## src/rtl/serial_word_comparator.sv

```systemverilog
// serial_word_comparator
//   Multi-cycle magnitude comparator for unsigned words of 4*NIBBLES bits.
//   The operands are captured on an accepted start.  One nibble pair per
//   cycle, most significant nibble first, goes out on nib_a/nib_b to an
//   external 4-bit comparator.  That comparator returns ceq/clt/cgt in the
//   same cycle, and this block folds the flags into a registered word result.
//
//   Optional build macro: SWC_FIXED_LATENCY_EN
//     undefined : the scan stops at the first mismatching nibble.
//     defined   : the scan always covers all NIBBLES nibbles and the first
//                 mismatch fixes the result, so timing does not depend on data.
//
// Ports
//   clk            rising-edge clock
//   rst_n          asynchronous active-low reset
//   start          comparison request, sampled only while idle
//   word_a/word_b  operands, captured on an accepted start
//   nib_a/nib_b    nibble pair driven to the 4-bit comparator (0 when not comparing)
//   ceq/clt/cgt    flags returned by the 4-bit comparator
//   busy           high while a comparison is running or completing
//   done           one-cycle pulse, result valid
//   eq/lt/gt       registered word result, held until the next accepted start

module serial_word_comparator #(
  parameter int NIBBLES = 4
) (
  input  logic                 clk,
  input  logic                 rst_n,
  input  logic                 start,
  input  logic [4*NIBBLES-1:0] word_a,
  input  logic [4*NIBBLES-1:0] word_b,
  output logic [3:0]           nib_a,
  output logic [3:0]           nib_b,
  input  logic                 ceq,
  input  logic                 clt,
  input  logic                 cgt,
  output logic                 busy,
  output logic                 done,
  output logic                 eq,
  output logic                 lt,
  output logic                 gt
);

  localparam int W  = 4 * NIBBLES;
  localparam int IW = (NIBBLES > 1) ? $clog2(NIBBLES) : 1;
  localparam logic [IW-1:0] IDX_TOP = IW'(NIBBLES - 1);

  typedef enum logic [1:0] {
    S_IDLE    = 2'd0,
    S_COMPARE = 2'd1,
    S_DONE    = 2'd2
  } state_t;

  state_t          state_q, state_d;
  logic [W-1:0]    a_q, a_d;
  logic [W-1:0]    b_q, b_d;
  logic [IW-1:0]   idx_q, idx_d;
  logic            eq_q, eq_d;
  logic            lt_q, lt_d;
  logic            gt_q, gt_d;
`ifdef SWC_FIXED_LATENCY_EN
  logic            decided_q, decided_d;
`endif

  logic [3:0]      sel_a, sel_b;
  logic            mismatch;

  // Nibble select from the registered index. {idx,2'b00} equals 4*idx.
  assign sel_a = a_q[{idx_q, 2'b00} +: 4];
  assign sel_b = b_q[{idx_q, 2'b00} +: 4];

  // clt takes priority over cgt.  With both low the nibble counts as equal,
  // and this includes the faulty case where all three flags are 0.
  assign mismatch = clt | cgt;

  always_comb begin
    state_d = state_q;
    a_d     = a_q;
    b_d     = b_q;
    idx_d   = idx_q;
    eq_d    = eq_q;
    lt_d    = lt_q;
    gt_d    = gt_q;
`ifdef SWC_FIXED_LATENCY_EN
    decided_d = decided_q;
`endif
    nib_a   = '0;
    nib_b   = '0;

    unique case (state_q)
      S_IDLE: begin
        if (start) begin
          a_d     = word_a;
          b_d     = word_b;
          idx_d   = IDX_TOP;
          eq_d    = 1'b0;
          lt_d    = 1'b0;
          gt_d    = 1'b0;
`ifdef SWC_FIXED_LATENCY_EN
          decided_d = 1'b0;
`endif
          state_d = S_COMPARE;
        end
      end

      S_COMPARE: begin
        nib_a = sel_a;
        nib_b = sel_b;
`ifdef SWC_FIXED_LATENCY_EN
        // The first mismatch decides the result. Later nibbles are still
        // presented, but they cannot change it.
        if (!decided_q && mismatch) begin
          lt_d      = clt;
          gt_d      = ~clt;
          decided_d = 1'b1;
        end
        if (idx_q == '0) begin
          if (!decided_q && !mismatch) begin
            eq_d = 1'b1;
          end
          state_d = S_DONE;
        end else begin
          idx_d = idx_q - 1'b1;
        end
`else
        if (clt) begin
          lt_d    = 1'b1;
          state_d = S_DONE;
        end else if (cgt) begin
          gt_d    = 1'b1;
          state_d = S_DONE;
        end else if (idx_q == '0) begin
          eq_d    = 1'b1;
          state_d = S_DONE;
        end else begin
          idx_d = idx_q - 1'b1;
        end
`endif
      end

      S_DONE: begin
        state_d = S_IDLE;
      end

      default: begin
        state_d = S_IDLE;
      end
    endcase
  end

  always_ff @(posedge clk or negedge rst_n) begin
    if (!rst_n) begin
      state_q <= S_IDLE;
      a_q     <= '0;
      b_q     <= '0;
      idx_q   <= '0;
      eq_q    <= 1'b0;
      lt_q    <= 1'b0;
      gt_q    <= 1'b0;
`ifdef SWC_FIXED_LATENCY_EN
      decided_q <= 1'b0;
`endif
    end else begin
      state_q <= state_d;
      a_q     <= a_d;
      b_q     <= b_d;
      idx_q   <= idx_d;
      eq_q    <= eq_d;
      lt_q    <= lt_d;
      gt_q    <= gt_d;
`ifdef SWC_FIXED_LATENCY_EN
      decided_q <= decided_d;
`endif
    end
  end

  assign busy = (state_q != S_IDLE);
  assign done = (state_q == S_DONE);
  assign eq   = eq_q;
  assign lt   = lt_q;
  assign gt   = gt_q;

endmodule
```

## config.mk

```make
export PLATFORM = sky130hd
export DESIGN_NAME = serial_word_comparator
export DESIGN_NICKNAME = d
export VERILOG_FILES = /design/src/rtl/serial_word_comparator.sv
export SDC_FILE = /design/constraint.sdc
export NUM_CORES = 1
export LEC_CHECK = 0
export CAP_MARGIN = 20
export CORE_MARGIN = 2
export CORE_UTILIZATION = 25
export DETAILED_ROUTE_END_ITERATION = 6
export PLACE_DENSITY_LB_ADDON = 0.1
export SYNTH_ARGS = -nofsm -noshare
export SYNTH_HDL_FRONTEND = slang
export SYNTH_SLANG_ARGS = --single-unit
```

## constraint.sdc

```tcl
create_clock -name clk -period 3.3 [get_ports clk]
set_clock_uncertainty 0.1 [all_clocks]
set_input_delay 0.495 -clock clk [delete_from_list [all_inputs] [get_ports clk]]
set_output_delay 0.495 -clock clk [all_outputs]
set_load 0.02 [all_outputs]
```

==> results.yml, run 1 <==
outcome:
  run_status: "finished, final reports clean"
clocking:
  ctsLongestPathBuffers: 2
  postCtsHoldBufs: 0
  clockRootBuffer: "sky130_fd_sc_hd__clkbuf_8"
  clk_transition_reported_paths_ps: 80
  cts_num_sinks: 39
  tritoncts.num_buffers: 5
  cts_htree_levels: 2
  cts_tree: "done"
  insertion_delay_ps: 290
  cts.repair_timing.setup_buffer_count: 0
  post_cts_resized: 0
floorplanning:
  num_io_pins: 51
  chipHeight_um: 92.0
  floorplan.core_area_um2: 7610
  full_die_area_um2: 8470
  core.rowCount: 32
  floorplan.die.width_um: 92.0
  initial_core_utilization_pct: 25.5
critical_path:
  worst_path_max_delay_cell: "sky130_fd_sc_hd__dfrtp_1"
  worst_setup_path_end_kind: "primary output"
  startpoint_type: "register"
  critPathRequiredTime_ps: 2700
  rr_endpoint: "idx_q[1]$_DFFE_PN0P_"
  worst-setup-path-type: "register to primary output"
  worst-r2r-setup-slack_ps: 1120
  cell_by_cell_trace_of_the_critical_path: "mux4_2 -> and2_1 -> clkdlybuf4s50_1"
  reg2reg_depth: 5
  cp_data_arrival_time_ps: 2350
  regToRegStartpoint: "idx_q[0]$_DFFE_PN0P_"
  critical_path.max_stage_delay_ps: 790
  critical_path.max_fanout: 12
finish:
  fill_cells: 754
  layout.cells.most_common: "sky130_fd_sc_hd__clkdlybuf4s50_1"
  antenna_cells: 0
  post_route_cells_drive_above_1_share_pct: 30.4
  mostFrequentLayoutCells: "48 x sky130_fd_sc_hd__clkdlybuf4s50_1, 39 x sky130_fd_sc_hd__dfrtp_1, 30 x sky130_fd_sc_hd__mux2_4, 8 x sky130_fd_sc_hd__mux4_2, 8 x sky130_fd_sc_hd__and2_1"
  num-nets-final: 209
  area_growth_syn_to_layout_pct: 32.8
  area_taken_by_multi_input_logic_gates_um2: 860
  seqCellArea_um2: 976
logic_synthesis:
  netlist_area_um2: 1940
  syn_area_per_cell_um2: 16.1
  post_synth_num_cell_types: 25
  synth_area_leaders: "sky130_fd_sc_hd__dfrtp_1 50%, sky130_fd_sc_hd__mux2_4 23%, sky130_fd_sc_hd__mux4_2 9.3%, sky130_fd_sc_hd__buf_12 3.1%, sky130_fd_sc_hd__and2_1 2.6%"
  mapped_cells: 120
  yosys_register_bits: 39
  synth-seq-area-share_pct: 50.4
  synth_top_cell_by_area: "sky130_fd_sc_hd__dfrtp_1"
  synthArstFlopShare_pct: 100
  yosys.area.top_type_share_pct: 50.4
  synth.net_count: 159
  primary_flip_flop_cell_chosen_by_synthesis_mapping: "sky130_fd_sc_hd__dfrtp_1"
  ys.warnings.count: 0
  synth-edff-count: 0
route:
  total_drc_errors_in_the_routed_layout: 0
  ant_nets: 0
  wl_cell_um: 15.4
  via_count: 1122
  wirelength_mm: 4.20
  drt_iter0_drc: 49
  drt_pass_1_iters: 3
  avgViaCountPerCell: 4.11
global_route:
  grt_first_pass_wirelength_mm: 7.07
  total_global_routing_overflow: 0
  number_of_antenna_violations_at_the_first_check_in_global_routing: 0
  grt_max_degree: 40
  grt_pass1_vias: 1354
  grtUsageTotal_pct: 11.1
place:
  total_half_perimeter_wirelength_after_legalization_and_detailed_placement_mm: 2.74
  place_congestion: 0.668
  port-buffer-count: 49
flow_run:
  maxCapViolations: 0
pwr:
  vdd_ir_drop_max_uv: 210
  power_density_nw_per_um2: 684
  p_leak_nw: 1.11
sta:
  worst_pin_slew_ps: 899
  final.period_utilization_pct: 89.4
  final.hold.worst_slack_ps: 233
  worst_slew_margin_rel_pct: 40.1
  setup_tns_ps: 0
  timing.fmax_mhz: 339
  final-hold-violation-count: 0
  timing.final.setup_violations: 0
  unrepaired_setup_endpoints_after_global_routing: "false"
  maxSlewViolCount: 0
  post-route-min-period_ps: 2950
hold_path:
  worst_hold_path_type: "input port to asynchronous set/reset pin"
## cell type report
| cell class | instances | share of cell area, % |
|---|---|---|
| Inverter | 4 | 0.584 |
| Timing Repair Buffer | 50 | 19.2 |
| Tap cell | 102 | 4.96 |
| Multi-Input combinational cell | 70 | 33.4 |
| Clock buffer | 8 | 3.89 |
| Sequential cell | 39 | 38.0 |
## how the worst max path moves through the flow
stage | start | to | slack (ps) | depth (start not counted)
6_report | idx_q[0]$_DFFE_PN0P_ | nib_b[2] | 350 | 3
5_1_grt | idx_q[0]$_DFFE_PN0P_ | nib_a[3] | 170 | 3
4_1_cts | idx_q[0]$_DFFE_PN0P_ | nib_b[0] | 260 | 3
3_5_place_dp | idx_q[0]$_DFFE_PN0P_ | nib_b[0] | 590 | 3
3_3_place_gp | idx_q[0]$_DFFE_PN0P_ | nib_b[3] | 590 | 3
2_1_floorplan | idx_q[0]$_DFFE_PN0P_ | nib_a[0] | 1400 | 3
## routing by layer
metal | vias up | wire [um] | share of wire, % | GRT usage, %
li1 | 526 | - | - | -
met1 | 570 | 1900 | 45 | 14.3
met2 | 22 | 2080 | 49 | 17.5
met3 | 4 | 166 | 4.0 | 2.79
met4 | 0 | 54 | 1.3 | 4.85
met5 | - | 0 | 0 | 0
## critical path: cells and delay by family, from the launching register on
| family | cells | cell delay (ps) |
|---|---|---|
| flops | 1 | 790 |
| mux | 1 | 570 |
| simple gates | 1 | 170 |
| buf+inv | 1 | 530 |
## through the flow
| step | instances | setup slack, ps | cell area (um2) | power (W) | utilization, % |
|---|---|---|---|---|---|
| 6_report | 273 | 350 | 2570 | 0.00176 | 33.8 |
| 4_1_cts | 273 | 255 | 2570 | 0.00180 | 33.8 |
| 5_1_grt | 273 | 166 | 2570 | 0.00188 | 33.8 |
| 3_5_place_dp | 265 | 586 | 2470 | 0.00142 | 32.5 |
| 2_1_floorplan | 120 | 1400 | 1940 | 0.00123 | - |
| 3_3_place_gp | 265 | 593 | 2470 | 0.00141 | 32.5 |
## power breakdown
group | leakage, nW | total, W | internal [W] | switching, W
combinational | 0.602 | 0.000646 | 0.000441 | 0.000205
clock | 0.0515 | 0.000357 | 0.000191 | 0.000166
sequential | 0.457 | 0.000756 | 0.000632 | 0.000124
total | 1.11 | 0.00176 | 0.00126 | 0.000495
## state kept, by name (all words and copies together) (netlist names)
name	count
lt	1
a_q	16
b_q	16
eq	1
idx_q	2
state_q	2
gt	1
## synthesized netlist by cell type (all sizes together) (2+ instances only)
library cell   n
inv            4
or2b           3
buf            5
nor2           4
mux2          32
clkbuf         2
mux4           8
and2           9
dfrtp         39
a22o           2
o22ai          2
a31oi          2
## cell families (layout without fill, tap and decap cells)
family | after synthesis | count (layout) | share of synthesized area, %
AO/OA/AOI/OAI | 8 | 8 | 3.23
multiplexers | 41 | 41 | 34.2
flip-flops | 39 | 39 | 50.4
AND/OR/NAND/NOR | 20 | 20 | 6.27
buffers and inverters | 11 | 62 | 5.23
adder cells (fa/ha/maj) | 1 | 1 | 0.646
Note: power is estimated with default switching activity, not from simulation.
==> inputs of run 2 (changes only) <==
--- a/config.mk
+++ b/config.mk
@@ -5,10 +5,12 @@
 export SDC_FILE = /design/constraint.sdc
 export NUM_CORES = 1
 export LEC_CHECK = 0
-export CAP_MARGIN = 20
+export CAP_MARGIN = 15
 export CORE_MARGIN = 2
 export CORE_UTILIZATION = 25
 export DETAILED_ROUTE_END_ITERATION = 6
+export HOLD_SLACK_MARGIN = 0.05
+export MAX_ROUTING_LAYER = met4
 export PLACE_DENSITY_LB_ADDON = 0.1
 export SYNTH_ARGS = -nofsm -noshare
 export SYNTH_HDL_FRONTEND = slang
==> run 2 against run 1 <==
  * Global-route usage rose by 0.31 points
  * Critical path depth did not move
  * Core utilization did not move
  * Critical endpoint unchanged
  * Sequential power barely moved
  * Worst hold slack got worse by 2.8 ps
  * Count of clock-buffer cells in the layout did not move
  * Combinational power barely moved
  * Via count fell by 0.45%
  * First-iteration DRC count rose by 22%
  * Critical path type unchanged
  * Wire length fell by 0.21%
==> results.yml, run 2 (synthesis results as in run 1) <==
outcome:
  run_status: "finished, final reports clean"
critical_path:
  critical_path.max_fanout: 12
  cell_by_cell_trace_of_the_critical_path: "mux4_2 -> and2_1 -> clkdlybuf4s50_1"
  critPathRequiredTime_ps: 2700
  worst_setup_path_end_kind: "primary output"
  worst_path_max_delay_cell: "sky130_fd_sc_hd__dfrtp_1"
  worst-setup-path-type: "register to primary output"
  startpoint_type: "register"
  cp_data_arrival_time_ps: 2350
  critical_path.max_stage_delay_ps: 790
sta:
  unrepaired_setup_endpoints_after_global_routing: "false"
  setup_tns_ps: 0
  final-hold-violation-count: 0
  worst_slew_margin_rel_pct: 40.4
  final.period_utilization_pct: 89.3
  post-route-min-period_ps: 2950
  worst_pin_slew_ps: 894
  timing.fmax_mhz: 339
  final.hold.worst_slack_ps: 230
  maxSlewViolCount: 0
  timing.final.setup_violations: 0
clocking:
  tritoncts.num_buffers: 5
  cts_num_sinks: 39
  cts_htree_levels: 2
  post_cts_resized: 0
  insertion_delay_ps: 290
  ctsLongestPathBuffers: 2
  cts_tree: "done"
  clk_transition_reported_paths_ps: 80
  clockRootBuffer: "sky130_fd_sc_hd__clkbuf_8"
  postCtsHoldBufs: 0
  cts.repair_timing.setup_buffer_count: 0
flow_run:
  maxCapViolations: 0
route:
  ant_nets: 0
  wirelength_mm: 4.19
  drt_pass_1_iters: 4
  avgViaCountPerCell: 4.09
  wl_cell_um: 15.4
  via_count: 1117
  drt_iter0_drc: 60
  total_drc_errors_in_the_routed_layout: 0
global_route:
  grtUsageTotal_pct: 11.4
  total_global_routing_overflow: 0
  grt_first_pass_wirelength_mm: 7.07
  global_route_hottest_layer: "met2"
  global_route.usage.met3_pct: 2.71
  grt_pass1_vias: 1355
  global_route.usage.met2_pct: 17.5
  global_route_met1_usage_pct: 14.4
  number_of_antenna_violations_at_the_first_check_in_global_routing: 0
  grt_max_degree: 40
place:
  total_half_perimeter_wirelength_after_legalization_and_detailed_placement_mm: 2.74
  place_congestion: 0.674
  placedInstanceArea_um2: 2470
  port-buffer-count: 49
  dp_cells: 265
finish:
  area_growth_syn_to_layout_pct: 32.8
  antenna_cells: 0
  finalInstanceArea_um2: 2570
  layoutNonFillerInstCount: 273
  layout.cells.most_common: "sky130_fd_sc_hd__clkdlybuf4s50_1"
  num-nets-final: 209
  biggestRegsByFlops: "a_q: 16 flops, b_q: 16 flops"
  mostFrequentLayoutCells: "48 x sky130_fd_sc_hd__clkdlybuf4s50_1, 39 x sky130_fd_sc_hd__dfrtp_1, 30 x sky130_fd_sc_hd__mux2_4, 8 x sky130_fd_sc_hd__mux4_2, 8 x sky130_fd_sc_hd__and2_1"
  post_route_cells_drive_above_1_share_pct: 30.4
pwr:
  power_density_nw_per_um2: 684
  power.share.switching_pct: 28.1
  internal_power_w: 0.00126
  vdd_ir_drop_max_uv: 209
  clockPowerShare_pct: 20.3
  switchingPower_w: 0.000494
  p_leak_nw: 1.11
  p_seq_share_pct: 43.0
  combinational_share_of_power_pct: 36.7
floorplanning:
  initial_core_utilization_pct: 25.5
  num_io_pins: 51
  chipHeight_um: 92.0
  core.rowCount: 32
  floorplan.die.width_um: 92.0
  floorplan.core_area_um2: 7610
  full_die_area_um2: 8470
hold_path:
  worst_hold_path_type: "input port to asynchronous set/reset pin"
==> run 2: layout make-up <==
cell class / instances / area [um2]
tap: 102 / 128
clock buffer: 8 / 100
fill: 754 / 5040
timing repair buffer: 50 / 493
multi-input combinational: 70 / 860
sequential: 39 / 976
inverter: 4 / 15.0
==> run 2: metrics by stage <==
stage	utilization (%)	setup slack, ps	total power (W)
2_1_floorplan	-	1400	0.00123
3_3_place_gp	32.5	593	0.00141
3_5_place_dp	32.5	586	0.00142
4_1_cts	33.8	255	0.00180
5_1_grt	33.8	166	0.00188
6_report	33.8	352	0.00176
==> run 2: worst paths after layout <==
path | depth (start not counted) | startpoint | to | slack (ps)
min in group clk | 1 | lt$_DFFE_PN0P_ | lt$_DFFE_PN0P_ | 400
hold / removal | 1 | rst_n | b_q[13]$_DFFE_PN0P_ | 230
max in group asynchronous | 1 | rst_n | a_q[1]$_DFFE_PN0P_ | 2310
hold reg to reg | 1 | lt$_DFFE_PN0P_ | lt$_DFFE_PN0P_ | 400
setup reg to reg | 5 | idx_q[0]$_DFFE_PN0P_ | idx_q[0]$_DFFE_PN0P_ | 1120
setup / recovery | 3 | idx_q[0]$_DFFE_PN0P_ | nib_b[2] | 350
==> run 2: power by group through the flow <==
stage          logic (W)  registers, W  clock network (W)
6_report        0.000645      0.000756           0.000356
5_1_grt         0.000697      0.000786           0.000399
4_1_cts         0.000659      0.000764           0.000375
3_5_place_dp    0.000653      0.000771                  0
3_3_place_gp    0.000646      0.000762                  0
2_1_floorplan   0.000520      0.000713                  0
==> run 2: metal layers <==
layer / up-vias / share of wire, %
li1: 527 / -
met1: 565 / 45
met2: 23 / 50
met3: 2 / 4.3
met4: 0 / 0.74
met5: - / 0
==> run 2: critical path: cells and delay by family, from the launching register on <==
| family | cells | cell delay (ps) |
|---|---|---|
| buffers and inverters | 1 | 530 |
| multiplexers | 1 | 570 |
| flip-flops | 1 | 790 |
| AND/OR/NAND/NOR | 1 | 170 |
==> inputs of run 3 (changes only) <==
--- a/config.mk
+++ b/config.mk
@@ -6,7 +6,6 @@
 export NUM_CORES = 1
 export LEC_CHECK = 0
 export CAP_MARGIN = 15
-export CORE_MARGIN = 2
 export CORE_UTILIZATION = 25
 export DETAILED_ROUTE_END_ITERATION = 6
 export HOLD_SLACK_MARGIN = 0.05
==> run 3 against run 2 <==
  * Combinational power grew 0.6%
  * Worst hold slack gained 3.3 ps
  * Setup slack got worse by 38 ps
  * Sequential share of layout area up 0.34 points
  * Wire length is 3.1% lower
  * Flip-flop and latch count unchanged
  * Global-route usage fell by 0.13 points
  * Power is 2.4% lower
==> results.yml, run 3 (synthesis results as in run 1) <==
outcome:
  run_status: "finished, final reports clean"
clocking:
  cts_tree: "done"
  cts_htree_levels: 2
  ctsLongestPathBuffers: 2
  postCtsHoldBufs: 0
  cts_num_sinks: 39
  clockRootBuffer: "sky130_fd_sc_hd__clkbuf_8"
  tritoncts.num_buffers: 5
  insertion_delay_ps: 290
  clk_transition_reported_paths_ps: 70
  cts.repair_timing.setup_buffer_count: 0
  post_cts_resized: 0
sta:
  worst_slew_margin_rel_pct: 40.0
  worst_pin_slew_ps: 901
  timing.fmax_mhz: 335
  setup_tns_ps: 0
  final.period_utilization_pct: 90.5
  maxSlewViolCount: 0
  unrepaired_setup_endpoints_after_global_routing: "false"
  post-route-min-period_ps: 2990
  timing.final.setup_violations: 0
  final-hold-violation-count: 0
route:
  ant_nets: 0
  avgViaCountPerCell: 4.21
  wl_cell_um: 15.0
  wirelength_mm: 4.06
  drt_iter0_drc: 27
  total_drc_errors_in_the_routed_layout: 0
  via_count: 1137
  drt_pass_1_iters: 2
global_route:
  global_route_met1_usage_pct: 14.8
  grt_max_degree: 40
  total_global_routing_overflow: 0
  global_route.usage.met2_pct: 16.3
  grt_pass1_vias: 1241
  global_route.usage.met3_pct: 3.38
  number_of_antenna_violations_at_the_first_check_in_global_routing: 0
  grtUsageTotal_pct: 11.2
  global_route_hottest_layer: "met2"
  grt_first_pass_wirelength_mm: 6.76
pwr:
  internal_power_w: 0.00122
  p_seq_share_pct: 44.1
  combinational_share_of_power_pct: 37.8
  p_leak_nw: 1.10
  power.share.switching_pct: 28.8
  clockPowerShare_pct: 18.1
  power_density_nw_per_um2: 673
  switchingPower_w: 0.000494
  vdd_ir_drop_max_uv: 234
floorplanning:
  core.rowCount: 31
  initial_core_utilization_pct: 26.3
  floorplan.die.width_um: 90.0
  full_die_area_um2: 8100
  floorplan.core_area_um2: 7370
  chipHeight_um: 90.0
  num_io_pins: 51
finish:
  post_route_cells_drive_above_1_share_pct: 29.8
  biggestRegsByFlops: "a_q: 16 flops, b_q: 16 flops"
  antenna_cells: 0
  mostFrequentLayoutCells: "48 x sky130_fd_sc_hd__clkdlybuf4s50_1, 39 x sky130_fd_sc_hd__dfrtp_1, 30 x sky130_fd_sc_hd__mux2_4, 8 x sky130_fd_sc_hd__mux4_2, 8 x sky130_fd_sc_hd__and2_1"
  fill_cells: 752
  layout.cells.most_common: "sky130_fd_sc_hd__clkdlybuf4s50_1"
  fraction_of_the_core_area_covered_by_cells_at_the_end_of_the_flow_pct: 34.6
  num-nets-final: 209
  area_growth_syn_to_layout_pct: 31.6
critical_path:
  cp_data_arrival_time_ps: 2390
  critical_path.max_fanout: 12
  critPathRequiredTime_ps: 2700
  critical_path.max_stage_delay_ps: 810
  timing.critical_path.from: "idx_q[0]$_DFFE_PN0P_"
  startpoint_type: "register"
  worst-r2r-setup-slack_ps: 1170
  worst-setup-path-type: "register to primary output"
  cell_by_cell_trace_of_the_critical_path: "mux4_2 -> and2_1 -> clkdlybuf4s50_1"
  worst_setup_path_end_kind: "primary output"
  regToRegStartpoint: "idx_q[0]$_DFFE_PN0P_"
  worst_path_max_delay_cell: "sky130_fd_sc_hd__dfrtp_1"
place:
  port-buffer-count: 49
  place_congestion: 0.718
  total_half_perimeter_wirelength_after_legalization_and_detailed_placement_mm: 2.73
hold_path:
  worst_hold_path_type: "input port to asynchronous set/reset pin"
flow_run:
  maxCapViolations: 0
==> run 3: cell types whose count changed in the layout (fill, tap and decap cells not counted) <==
cell                       previous run  this run
sky130_fd_sc_hd__clkbuf_8             7         5
sky130_fd_sc_hd__clkbuf_1             1         2
sky130_fd_sc_hd__clkinv_2             0         1
==> run 3: path summary, 6_finish.rpt <==
| kind | cells after the start | to |
|---|---|---|
| max | 3 | nib_b[3] |
| min | 1 | b_q[9]$_DFFE_PN0P_ |
| max reg2reg | 5 | idx_q[0]$_DFFE_PN0P_ |
| min reg2reg | 1 | lt$_DFFE_PN0P_ |
| max in group asynchronous | 1 | a_q[7]$_DFFE_PN0P_ |
| min in group clk | 1 | lt$_DFFE_PN0P_ |
==> run 3: cell type report <==
type / count / area [um2] / share of cell area [%]
Clock buffer: 7 / 76.3 / 2.99
Clock inverter: 1 / 5.00 / 0.196
Inverter: 4 / 15.0 / 0.589
Multi-Input combinational cell: 70 / 860 / 33.7
Sequential cell: 39 / 976 / 38.3
Tap cell: 99 / 124 / 4.86
Timing Repair Buffer: 50 / 493 / 19.3
==> run 3: metrics by stage <==
step	area, um2	total power, W	setup WS, ps	hold slack, ps	instances
after floorplan	1940	0.00123	1400	99.4	120
after global placement	2470	0.00141	596	379	262
after detailed placement	2470	0.00143	588	387	262
after CTS	2550	0.00175	255	267	270
after global routing	2550	0.00182	163	312	270
final	2550	0.00172	313	234	270
==> run 3: power by group through the flow <==
stage | clock network, W | logic (W) | registers (W)
4_1_cts | 0.000329 | 0.000662 | 0.000761
5_1_grt | 0.000345 | 0.000696 | 0.000781
2_1_floorplan | 0 | 0.000520 | 0.000713
3_5_place_dp | 0 | 0.000656 | 0.000770
6_report | 0.000311 | 0.000649 | 0.000756
3_3_place_gp | 0 | 0.000644 | 0.000763
==> run 3: per-layer routing <==
metal / routed length, um / up-vias
li1: - / 530
met1: 1930 / 572
met2: 1880 / 30
met3: 186 / 5
met4: 61 / 0
met5: 0 / -
==> run 3: worst max-delay path, delay by kind of cell, from the launching register on <==
family | cells | cell delay, ps
DFF | 1 | 810
muxes | 1 | 580
buffers and inverters | 1 | 540
and+or+nand+nor | 1 | 180
